$ cat config.mk
export PLATFORM = sky130hd
export DESIGN_NAME = sdp_pipe3
export DESIGN_NICKNAME = d
export VERILOG_FILES = /design/src/rtl/sdp_pipe3.sv
export SDC_FILE = /design/constraint.sdc
export NUM_CORES = 1
export LEC_CHECK = 0
export CORE_MARGIN = 4
export CORE_UTILIZATION = 46
export DETAILED_ROUTE_END_ITERATION = 8
export PLACE_DENSITY = 0.73
export SLEW_MARGIN = 25
export SYNTH_ARGS = -nofsm -noshare
export SYNTH_HDL_FRONTEND = slang
export SYNTH_SLANG_ARGS = --single-unit
$ cat constraint.sdc
create_clock -name clk -period 3.7 [get_ports clk]
set_input_delay 0.74 -clock clk [delete_from_list [all_inputs] [get_ports clk]]
set_output_delay 0.74 -clock clk [all_outputs]
set_load 0.01 [all_outputs]
$ cat src/rtl/sdp_pipe3.sv
// rtl/sdp_pipe3.sv - three-stage pipelined 8-bit select-datapath F(ctl_1, ctl_2, a, b, c)
// Stage 1: a*b, a+b, a-b; stage 2: four candidates; stage 3: mode-selected result.
module sdp_pipe3 (
  input  logic       clk,
  input  logic       reset,
  input  logic       ctl_1,
  input  logic       ctl_2,
  input  logic [7:0] a,
  input  logic [7:0] b,
  input  logic [7:0] c,
  output logic [7:0] out
);

  logic [7:0] prod_d, prod_q;
  logic [7:0] sum_d, sum_q;
  logic [7:0] diff_d, diff_q;
  logic [7:0] c1_q;
  logic [1:0] mode1_q;

  logic [7:0] cand0_d, cand0_q;
  logic [7:0] cand1_d, cand1_q;
  logic [7:0] cand2_d, cand2_q;
  logic [7:0] cand3_d, cand3_q;
  logic [1:0] mode2_q;

  logic [7:0] out_d, out_q;

  // Operands are 8 bits and the targets are 8 bits, so every op wraps mod 256.
  always_comb begin
    prod_d  = a * b;
    sum_d   = a + b;
    diff_d  = a - b;
    cand0_d = sum_q + c1_q;
    cand1_d = prod_q + c1_q;
    cand2_d = diff_q ^ c1_q;
    cand3_d = prod_q - c1_q;
    out_d   = 8'h00;
    case (mode2_q)
      2'b00:   out_d = cand0_q;
      2'b01:   out_d = cand1_q;
      2'b10:   out_d = cand2_q;
      default: out_d = cand3_q;
    endcase
  end

  always_ff @(posedge clk) begin
    if (reset) begin
      prod_q  <= 8'h00;
      sum_q   <= 8'h00;
      diff_q  <= 8'h00;
      c1_q    <= 8'h00;
      mode1_q <= 2'b00;
      cand0_q <= 8'h00;
      cand1_q <= 8'h00;
      cand2_q <= 8'h00;
      cand3_q <= 8'h00;
      mode2_q <= 2'b00;
      out_q   <= 8'h00;
    end else begin
      prod_q  <= prod_d;
      sum_q   <= sum_d;
      diff_q  <= diff_d;
      c1_q    <= c;
      mode1_q <= {ctl_1, ctl_2};
      cand0_q <= cand0_d;
      cand1_q <= cand1_d;
      cand2_q <= cand2_d;
      cand3_q <= cand3_d;
      mode2_q <= mode1_q;
      out_q   <= out_d;
    end
  end

  assign out = out_q;

endmodule

==> flow_summary.yaml <==
clocking:
  cts_root_buf: "clkbuf_8"
  path_clk_slew_ps: 80
  htreeDepth: 3
  cts_buffers: 9
  clock_latency_ps: 340
  clock_sinks: 73
  tritoncts: "built"
  ctsLongestPathBuffers: 2
setup_path:
  criticalPathCategory: "input pin to flop"
  rr_endpoint: "cand3_q[7]$_SDFF_PP0_"
  r2r_slack_ps: 1530
  r2r-start: "c1_q[1]$_SDFF_PP0_"
  cp-start-kind: "input pin"
  path_buf_inv: 3
  cp_cell_sequence: "clkdlybuf4s50_1 -> and2_2 -> fa_1 -> ha_1 -> inv_1 -> fa_1 -> inv_1 -> ha_4 -> a21o_2 -> a21oi_4 -> xnor2_2 -> xnor2_1 -> nor2_1"
  critical_path.top_delay_family: "adder cells"
  cp.arrival_ps: 3760
  path_max_fanout: 4
  critical_path.slowest_cell: "fa_1"
  crit_required_ps: 3900
  r2r_cells: 8
  cp-end-kind: "flop"
  crit_path_max_incr_delay_ps: 520
timing:
  fmax_ghz: 0.281
  fin_crit_sh_pct: 96.3
  maxSlewViolCount: 0
  relSlewSlack_pct: 42.1
  rsz0062_at_grt: "no"
  hold_violations: 0
  worst_slew_pin_slew_ps: 868
  finalSetupViolCount: 0
  min_period_ps: 3560
  skew_ps: 10.1
  tns_ps: 0
global_routing:
  grtUsageTotal_pct: 15.9
  grt_pass1_vias: 3282
  grt_pass1_wl_um: 14400
  antenna_found_initial: 0
  overflow: 0
  grt_max_degree: 54
floorplan:
  fp.dieW_um: 105
  core_area_um2: 9200
  dieArea_um2: 11100
  die_y_um: 105
  num_rows: 35
  ios: 36
  initial_core_util_pct: 47.2
power:
  p_comb_share_pct: 33.0
  peakVddDrop_uv: 235
  power_frac_clock_pct: 27.5
  internal_power_mw: 1.70
  seqPwrFrac_pct: 39.5
  p_total_mw: 2.40
  pwr_density_cell_nw_per_um2: 454
  p_leak_nw: 2.40
  switching_share_pct: 29.3
  switchingPower_uw: 702
route:
  firstDrtPassIters: 4
  drc: 0
  ant_nets: 0
  vias_per_cell: 4.89
  drt_iter0_drc: 82
  vias: 3108
  wl_per_cell_um: 12.8
  wirelength_um: 8140
yosys:
  synthCells: 453
  synth.distinct_cells: 38
  ys_ff_latch: 73
  avgSynthCellArea_um2: 9.58
  netlist_area_um2: 4340
  synth_edf_count: 0
  synthFlopType: "dfxtp_1"
  synthArstFlopShare_pct: 0
  ys_seq_area_share_pct: 33.7
  syn-num-nets: 549
  synth-warning-count: 0
placement:
  dpl_cell_area_um2: 5030
  post-dp-hpwl_um: 6640
  port_buffers: 35
  place_congestion: 0.941
flow_run:
  drv_cap: 0
hold_path:
  holdPathStages: 1
  hold_start: "mode1_q[0]$_SDFF_PP0_"
  hold_end: "mode2_q[0]$_SDFF_PP0_"
  hold_path.class: "flop to flop"
outcome:
  status: "completed"
finish:
  nets: 616
  syn_to_final_growth_pct: 21.7
  drive_above_1_share_pct: 19.6
  diodes: 0
  fin_area_um2: 5290
-- final cells by class --
cell class	count	area [µm²]
flip-flops and latches	73	1460
inverters	57	221
multi-input cells	311	2680
clock buffers	9	124
repair buffers	68	566
well taps	111	139
clock inverters	7	95.1
fillers	794	3910
-- how the worst max path moves through the flow --
| stage | endpoint | slack (ps) | cells past startpoint | from |
|---|---|---|---|---|
| finish | prod_q[7]$_SDFF_PP0_ | 140 | 13 | a[5] |
| global route | prod_q[7]$_SDFF_PP0_ | 5 | 13 | a[5] |
| CTS | prod_q[7]$_SDFF_PP0_ | 10 | 15 | b[4] |
| detailed placement | prod_q[7]$_SDFF_PP0_ | -690 | 14 | a[1] |
| global placement | prod_q[7]$_SDFF_PP0_ | -580 | 14 | a[2] |
| floorplan | prod_q[7]$_SDFF_PP0_ | 7 | 14 | a[1] |
-- cell usage after synthesis, types with 2 or more instances --
cell type,count,share of area (%)
inv_1,57,4.9
clkbuf_1,7,0.61
a21oi_1,22,2.5
buf_2,3,0.35
o21bai_1,7,1.2
or3_1,3,0.43
dfxtp_1,73,34
xor2_1,7,1.4
buf_1,2,0.17
xnor2_1,32,6.5
and2_1,5,0.72
ha_1,51,15
nor2b_1,34,4.9
mux4_2,7,3.6
and2_2,5,0.86
nor3_1,5,0.58
nand2_1,12,1.0
fa_1,17,7.8
mux2_2,7,1.8
or2_2,2,0.29
mux2i_1,5,1.2
nor2_1,51,4.4
nand2b_1,9,1.3
o21ai_1,4,0.46
o21ai_0,9,1.0
a21o_1,5,0.86
-- flip-flops by register name, indices dropped and copies added, names as in the netlist --
signal,count
cand0_q,8
c1_q,8
mode1_q,2
cand3_q,8
diff_q,7
mode2_q,2
cand2_q,7
sum_q,8
out,8
cand1_q,7
prod_q,8
-- per-stage QoR --
stage / cells / setup WS (ps) / utilization, % / hold WS [ps]
floorplan: 453 / 7.32 / - / 414
global placement: 615 / -580 / 54.7 / 433
detailed placement: 615 / -687 / 54.7 / 439
CTS: 636 / 13.9 / 57.7 / 452
global route: 636 / 4.62 / 57.5 / 464
finish: 636 / 137 / 57.5 / 446
-- worst reg2reg max path, delay by kind of cell (launching register included) --
family                     cells  cell delay, ps
AOI/OAI and AO/OA              3             800
xor gates and xnor gates       1             170
adders and majority gates      1             300
buffers and inverters          1             150
DFF                            1             450
and+or+nand+nor                2             180
-- power by group through the flow --
stage          combinational, mW  sequential (mW)  clock [mW]
5_1_grt                    0.897            0.962       0.712
4_1_cts                    0.794            0.950       0.678
3_5_place_dp               0.772            0.968           0
6_report                   0.792            0.948       0.660
3_3_place_gp               0.746            0.963           0
2_1_floorplan              0.566            0.955           0
-- layer usage --
layer	vias up	global-route usage (%)	share of wire (%)
met2	73	28.0	49
li1	1579	-	-
met1	1423	18.4	43
met5	-	0	0
met4	0	8.81	4.6
met3	33	2.53	3.1
-- what timing repair did --
item / in CTS / in global routing
gates cloned: 0 / 0
hold buffers: 0 / 0
pin swaps: 7 / 9
buffers inserted: 5 / 0
resized for setup: 21 / 18
setup endpoints to repair: 2 / 2
-- layout by cell type (no fill, tap or decap), types with 9 or more instances in the layout --
master	synthesis	final
a21oi_1	22	21
buf_4	0	32
clkbuf_8	0	9
clkdlybuf4s50_1	0	24
dfxtp_1	73	73
fa_1	17	14
ha_1	51	46
inv_1	57	51
nand2_1	12	12
nand2b_1	9	9
nor2_1	51	49
nor2b_1	34	34
o21ai_0	9	9
xnor2_1	32	32
-- kinds of logic (layout without fill, tap and decap cells) --
group / after synthesis / after routing / synth area share, %
buffers and inverters: 69 / 141 / 6.05
XOR/XNOR: 40 / 40 / 8.24
multiplexers: 19 / 19 / 6.60
adder cells (fa/ha/maj): 68 / 68 / 22.5
AO/OA/AOI/OAI: 54 / 54 / 7.64
flip-flops: 73 / 73 / 33.7
AND/OR/NAND/NOR: 130 / 130 / 15.3
Power figures use the tool's default switching activity.
